==> src/rtl/xentry_pkg.sv <==
// Shared types for the dcache miss controller: L2 operation codes and controller states.
// DCACHE_FLUSH_ALL_EN adds the ST_WALK state used by the flush-all set walk.
package xentry_pkg;

  typedef enum logic [1:0] {
    LOAD       = 2'd0,
    STORE      = 2'd1,
    MO_UNKNOWN = 2'd3
  } memory_operation_e;

`ifdef DCACHE_FLUSH_ALL_EN
  typedef enum logic [1:0] {
    ST_IDLE  = 2'd0,
    ST_FLUSH = 2'd1,
    ST_LOAD  = 2'd2,
    ST_WALK  = 2'd3
  } dcache_ctrl_state_e;
`else
  typedef enum logic [1:0] {
    ST_IDLE  = 2'd0,
    ST_FLUSH = 2'd1,
    ST_LOAD  = 2'd2
  } dcache_ctrl_state_e;
`endif

endpackage

==> src/rtl/dcache_word_counter.sv <==
// Wrapping up-counter with synchronous clear; o_last flags the terminal count so the
// owner can act on the final beat in the same cycle the counter wraps to zero.
module dcache_word_counter #(
  parameter int unsigned W = 2
) (
  input  logic         clk,
  input  logic         reset,
  input  logic         i_clear,
  input  logic         i_inc,
  input  logic [W-1:0] i_max,
  output logic [W-1:0] o_count,
  output logic         o_last
);

  logic [W-1:0] r_count;

  always_ff @(posedge clk) begin
    if (reset || i_clear) begin
      r_count <= '0;
    end else if (i_inc) begin
      r_count <= o_last ? '0 : r_count + 1'b1;
    end
  end

  assign o_count = r_count;
  assign o_last  = (r_count == i_max);

endmodule

==> src/rtl/dcache_line_ctrl.sv <==
// Dcache miss controller: write-back of dirty victims and line refill over an L2 handshake.
// Define DCACHE_FLUSH_ALL_EN to add the flush-all set walk (flush_all_req/done, set_override).
module dcache_line_ctrl
  import xentry_pkg::*;
#(
  parameter int unsigned WORDS_PER_LINE = 4,
  parameter int unsigned NUM_SETS       = 64,
  localparam int unsigned WIDX_W        = $clog2(WORDS_PER_LINE),
  localparam int unsigned SIDX_W        = $clog2(NUM_SETS)
) (
  input  logic              clk,
  input  logic              reset,
  input  logic              req_valid,
  input  logic              hit,
  input  logic              dirty_miss,
  input  logic              clean_miss,
  input  logic              l2_req_ready,
  input  logic              l2_fetched_word_valid,
  output logic              l2_req_valid,
  output memory_operation_e l2_req_type,
  output logic [WIDX_W-1:0] word_idx,
  output logic              flush_mode,
  output logic              load_mode,
  output logic              word_we,
  output logic              set_new_l2_block_address,
  output logic              clear_selected_dirty_bit,
  output logic              clear_selected_valid_bit,
  output logic              finish_new_line_install,
`ifdef DCACHE_FLUSH_ALL_EN
  input  logic              flush_all_req,
  output logic              flush_all_done,
  output logic [SIDX_W-1:0] set_override,
`endif
  output logic              stall
);

  dcache_ctrl_state_e r_state, w_state_d;

  logic              w_cnt_clr, w_cnt_inc, w_cnt_last;
  logic [WIDX_W-1:0] w_cnt;

  dcache_word_counter #(
    .W (WIDX_W)
  ) u_word_cnt (
    .clk     (clk),
    .reset   (reset),
    .i_clear (w_cnt_clr),
    .i_inc   (w_cnt_inc),
    .i_max   (WIDX_W'(WORDS_PER_LINE - 1)),
    .o_count (w_cnt),
    .o_last  (w_cnt_last)
  );

`ifdef DCACHE_FLUSH_ALL_EN
  // r_walk marks a flush issued by the set walk, so write-back returns to ST_WALK.
  logic              r_walk, w_walk_d;
  logic              w_set_clr, w_set_inc, w_set_last;
  logic [SIDX_W-1:0] w_set;

  dcache_word_counter #(
    .W (SIDX_W)
  ) u_set_cnt (
    .clk     (clk),
    .reset   (reset),
    .i_clear (w_set_clr),
    .i_inc   (w_set_inc),
    .i_max   (SIDX_W'(NUM_SETS - 1)),
    .o_count (w_set),
    .o_last  (w_set_last)
  );

  assign set_override = w_set;

  always_ff @(posedge clk) begin
    if (reset) begin
      r_walk <= 1'b0;
    end else begin
      r_walk <= w_walk_d;
    end
  end
`endif

  always_ff @(posedge clk) begin
    if (reset) begin
      r_state <= ST_IDLE;
    end else begin
      r_state <= w_state_d;
    end
  end

  always_comb begin
    w_state_d                = r_state;
    w_cnt_clr                = 1'b0;
    w_cnt_inc                = 1'b0;
    l2_req_valid             = 1'b0;
    l2_req_type              = LOAD;
    word_idx                 = '0;
    flush_mode               = 1'b0;
    load_mode                = 1'b0;
    word_we                  = 1'b0;
    set_new_l2_block_address = 1'b0;
    clear_selected_dirty_bit = 1'b0;
    clear_selected_valid_bit = 1'b0;
    finish_new_line_install  = 1'b0;
    stall                    = 1'b0;
`ifdef DCACHE_FLUSH_ALL_EN
    w_walk_d                 = r_walk;
    w_set_clr                = 1'b0;
    w_set_inc                = 1'b0;
    flush_all_done           = 1'b0;
`endif

    case (r_state)
      ST_IDLE: begin
`ifdef DCACHE_FLUSH_ALL_EN
        if (flush_all_req) begin
          w_set_clr = 1'b1;
          w_walk_d  = 1'b1;
          stall     = 1'b1;
          w_state_d = ST_WALK;
        end else
`endif
        // Hit wins over both miss flags; a lone request with no flag is a no-op.
        if (req_valid && !hit && (dirty_miss || clean_miss)) begin
          set_new_l2_block_address = 1'b1;
          stall                    = 1'b1;
          w_cnt_clr                = 1'b1;
          w_state_d                = dirty_miss ? ST_FLUSH : ST_LOAD;
        end
      end

      ST_FLUSH: begin
        flush_mode   = 1'b1;
        l2_req_valid = 1'b1;
        l2_req_type  = STORE;
        word_idx     = w_cnt;
        stall        = 1'b1;
        if (l2_req_ready) begin
          w_cnt_inc = 1'b1;
          if (w_cnt_last) begin
            clear_selected_dirty_bit = 1'b1;
            clear_selected_valid_bit = 1'b1;
`ifdef DCACHE_FLUSH_ALL_EN
            if (r_walk) begin
              w_state_d = ST_WALK;
            end else
`endif
            begin
              set_new_l2_block_address = 1'b1;
              w_state_d                = ST_LOAD;
            end
          end
        end
      end

      ST_LOAD: begin
        load_mode    = 1'b1;
        l2_req_valid = 1'b1;
        l2_req_type  = LOAD;
        word_idx     = w_cnt;
        stall        = 1'b1;
        if (l2_fetched_word_valid) begin
          word_we   = 1'b1;
          w_cnt_inc = 1'b1;
          if (w_cnt_last) begin
            finish_new_line_install = 1'b1;
            w_state_d               = ST_IDLE;
          end
        end
      end

`ifdef DCACHE_FLUSH_ALL_EN
      ST_WALK: begin
        // dirty_miss carries the overridden set's dirty flag; re-examined after write-back.
        stall = 1'b1;
        if (dirty_miss) begin
          set_new_l2_block_address = 1'b1;
          w_cnt_clr                = 1'b1;
          w_state_d                = ST_FLUSH;
        end else begin
          w_set_inc = 1'b1;
          if (w_set_last) begin
            flush_all_done = 1'b1;
            w_walk_d       = 1'b0;
            w_state_d      = ST_IDLE;
          end
        end
      end
`endif

      default: begin
        w_state_d                = ST_IDLE;
        l2_req_valid             = 1'bx;
        l2_req_type              = MO_UNKNOWN;
        word_idx                 = 'x;
        flush_mode               = 1'bx;
        load_mode                = 1'bx;
        word_we                  = 1'bx;
        set_new_l2_block_address = 1'bx;
        clear_selected_dirty_bit = 1'bx;
        clear_selected_valid_bit = 1'bx;
        finish_new_line_install  = 1'bx;
        stall                    = 1'bx;
      end
    endcase
  end

endmodule

==> config.mk <==
export PLATFORM = sky130hd
export DESIGN_NAME = dcache_line_ctrl
export DESIGN_NICKNAME = d
export VERILOG_FILES = /design/src/rtl/xentry_pkg.sv /design/src/rtl/dcache_word_counter.sv /design/src/rtl/dcache_line_ctrl.sv
export SDC_FILE = /design/constraint.sdc
export NUM_CORES = 1
export LEC_CHECK = 0
export BUFFER_PORTS_ARGS = -buffer_cell sky130_fd_sc_hd__buf_2
export CORE_AREA = 2 2 39 41
export CTS_CLUSTER_SIZE = 14
export DETAILED_ROUTE_END_ITERATION = 10
export DIE_AREA = 0 0 41 43
export PLACE_DENSITY = 0.52
export SLEW_MARGIN = 10
export SYNTH_ARGS = -nofsm -noshare
export SYNTH_HDL_FRONTEND = slang
export SYNTH_SLANG_ARGS = --single-unit
export TNS_END_PERCENT = 5
==> constraint.sdc <==
create_clock -name clk -period 1.9 [get_ports clk]
set_clock_uncertainty 0.1 [all_clocks]
set_input_delay 0.38 -clock clk [delete_from_list [all_inputs] [get_ports clk]]
set_output_delay 0.38 -clock clk [all_outputs]
set_load 0.01 [all_outputs]
==> key figures <==
Final layout
  – Non-filler instance count after layout: 84
  – Area Growth Syn to Fin: 43.7%
  – Post-route cell area: about 540 sq um
  – Antenna diodes: 0
  – Post-layout nets: 84
  – Most frequent cells in the layout: 20 x buf_2, 5 x inv_1, 4 x and2_1
  – Post-layout util: 0.392
  – Leading cell type in the layout, fill and taps excluded: buf_2
  – Layout cells sized above 1: 0.500

Clock tree
  – Root Buffer: clkbuf_4
  – Clock latency on the worst-skew pair: 230 ps
  – H-tree levels: 1
  – Post-CTS Hold Fix Bufs: 0
  – Num CTS Buffers: 3
  – Maximum clock path buffer count: 2
  – TritonCTS clock tree: done
  – Num Clock Sinks: 4
  – Clk slew on worst S/H paths: 40 ps

Setup path
  – Slowest cell on the critical path: dfxtp_2
  – Register-to-Register Path Depth: 6
  – Critical Path End: set_new_l2_block_address
  – CP top delay family: flip-flops
  – Critical path class: reg -> out
  – Reg2reg end: r_state[1]
  – Worst EP arrival: 1300 ps
  – CP cell instances: inv_1 -> ha_4 -> nand4_1 -> o21ai_0 -> buf_2
  – Crit path buf inv count: 2
  – Worst path depth: 5
  – CP Launch Type: flop
  – CP required: 1420 ps
  – Worst r2r src: r_state[1]
  – CP Capture Type: output pin
  – R2R Setup Slk: approximately 160 ps
  – CP max stage delay: 340 ps
  – CP max FO: 7
  – CP Launch Point: r_state[0]

Synth
  – Mux contribution to synthesized area: 0.0265
  – Post-Syn Instances: 45
  – Avg Cell Area, Syn: 8.40 sq um
  – Sequential area share after synthesis: 0.212
  – Syn nets: 59
  – Post-synthesis register bit count: 4
  – Largest family of logic cells by synthesized area: compound AO/OA/AOI/OAI gates
  – Post-Synth Adder-Cell Area: 0.199
  – Netlist cell types: 26
  – Xor and xnor area share after synthesis: 0
  – YS warnings: 0
  – Synth Area in Simple Gates: 0.222
  – Area of the mapped netlist: 378 sq um
  – Post-synthesis compound-gate area fraction: 0.262

Power
  – Leakage: 0.293 nW
  – PwrDens: slightly above 600 nW/um^2
  – Total power: 0.336 mW
  – Worst vdd ir: roughly 390 uV

STA
  – Fmax: 561 MHz
  – Final Hold Violating Endpoints: 0
  – Tmin final: 1780 ps
  – Final setup fails: 0
  – Min setup slack post-route: approximately 120 ps
  – Period utilization: 0.938
  – Slew @ Worst Pin: 349 ps
  – Final Max Tran Viols: 0
  – Hold WS: about 300 ps
  – Setup tns final: 0 ps
  – RSZ-0062 raised after global routing: false
  – Slew HR: 0.767

Min path
  – Hold Crit Depth: 2
  – Hold Crit Class: in -> reg
  – Hold Crit Start: reset

Floorplan
  – Chip Height: ~43 um
  – Initial Util: 0.273
  – Core area: 1380 sq um
  – Die W: between 40 and 50 um
  – Row count: 14
  – Die area: 1760 sq um
  – Boundary Pins: 21

Placement
  – Post-placement cell area: roughly 500 sq um
  – Gpl congestion: between 0.6 and 0.7
  – Post-Place Setup Slack: 57.4 ps
  – Detail Placement HPWL: 783 um
  – Placed cells: a little over 80
  – IO Port Bufs: 20

Global routing
  – Global-route wire length before repair: around 1600 um
  – GRT Overall Usage: 0.141
  – Total congestion overflow: 0
  – Initial antenna violation count: 0
  – Vias in the first global route: 388
  – Largest net degree at the start of global routing: 8

Run
  – Max-cap violations: 0

Detailed routing
  – DR WL met2: 444 um
  – Routed Antenna Nets: 0
  – Met3 wire len: 58 um
  – Pre-antenna DRT Iters: 2
  – DR iter-0 viols: 5
  – Max layer used: met4
  – Routed vias: 402
  – Vias per cell: ~4.8
  – M1 WL: 449 um
  – Residual DRC: 0
  – Final wirelength: roughly 970 um
  – Routed wire per std cell: 11.5 um

Outcome
  – Status: finished, final reports clean
-- area by class of cell --
cell class / count / area (sq um)
fill: 149 / 841
sequential: 4 / 82.6
clock buffer: 3 / 22.5
multi-input combinational: 34 / 288
timing repair buffer: 21 / 108
inverter: 6 / 22.5
tap: 16 / 20.0
-- how the worst min path moves through the flow --
stage                            end  slack [ps]
2_1_floorplan  u_word_cnt.o_count[1]         350
3_3_place_gp   u_word_cnt.o_count[0]         400
3_5_place_dp   u_word_cnt.o_count[0]         400
4_1_cts        u_word_cnt.o_count[1]         280
5_1_grt        u_word_cnt.o_count[1]         310
6_report       u_word_cnt.o_count[1]         300
-- worst reg2reg max path: cells and delay by family, from the launching register on --
family	cells	cell delay (ps)
fa+ha+maj	1	200
flops	1	360
compound gates	4	930
buf+inv	1	70
-- synthesized netlist by cell type --
library cell / count / area (sq um)
o211a_1: 1 / 10.0
ha_1: 6 / 75.1
a21oi_1: 2 / 10.0
nand2b_1: 2 / 12.5
nor2_1: 1 / 3.75
o211ai_1: 1 / 7.51
nand4_1: 1 / 6.26
nand3_1: 1 / 5.00
nand2_1: 1 / 3.75
and3_2: 2 / 15.0
buf_4: 1 / 7.51
or2_2: 1 / 6.26
dfxtp_1: 4 / 80.1
a21boi_0: 1 / 7.51
a221o_1: 1 / 10.0
inv_1: 6 / 22.5
mux2i_1: 1 / 10.0
and2_1: 4 / 25.0
o32ai_1: 1 / 8.76
o31ai_1: 1 / 7.51
or3_1: 1 / 6.26
o21ai_1: 1 / 5.00
o21ai_0: 1 / 5.00
a2111o_1: 1 / 11.3
a211oi_1: 1 / 7.51
a221oi_1: 1 / 8.76
-- registers in the layout (all words and copies together) (netlist names) --
name	count
r_state	2
u_word_cnt.o_count	2
-- report_power, final --
group | internal [mW] | switching (mW) | leakage (nW)
registers | 0.0907 | 0.00626 | 0.0333
clock network | 0.0705 | 0.0330 | 0.0138
logic | 0.0627 | 0.0725 | 0.246
-- kinds of logic after synthesis --
| family | count (synthesis) |
|---|---|
| adder cells (fa/ha/maj) | 6 |
| AO/OA/AOI/OAI | 13 |
| flip-flops | 4 |
| AND/OR/NAND/NOR | 14 |
| multiplexers | 1 |
| buffers and inverters | 7 |
-- what timing repair did --
action | in CTS | in global routing
setup buffers | 0 | 0
setup endpoints to repair | 3 | 7
gates resized for setup | 2 | 6
-- routing by layer --
layer  vias to the layer above  global-route usage
met2                        13               0.206
met5                         -                   0
met1                       176               0.171
li1                        209                   -
met4                         0              0.0800
met3                         4              0.0471
Note: power is estimated with default switching activity, not from simulation.
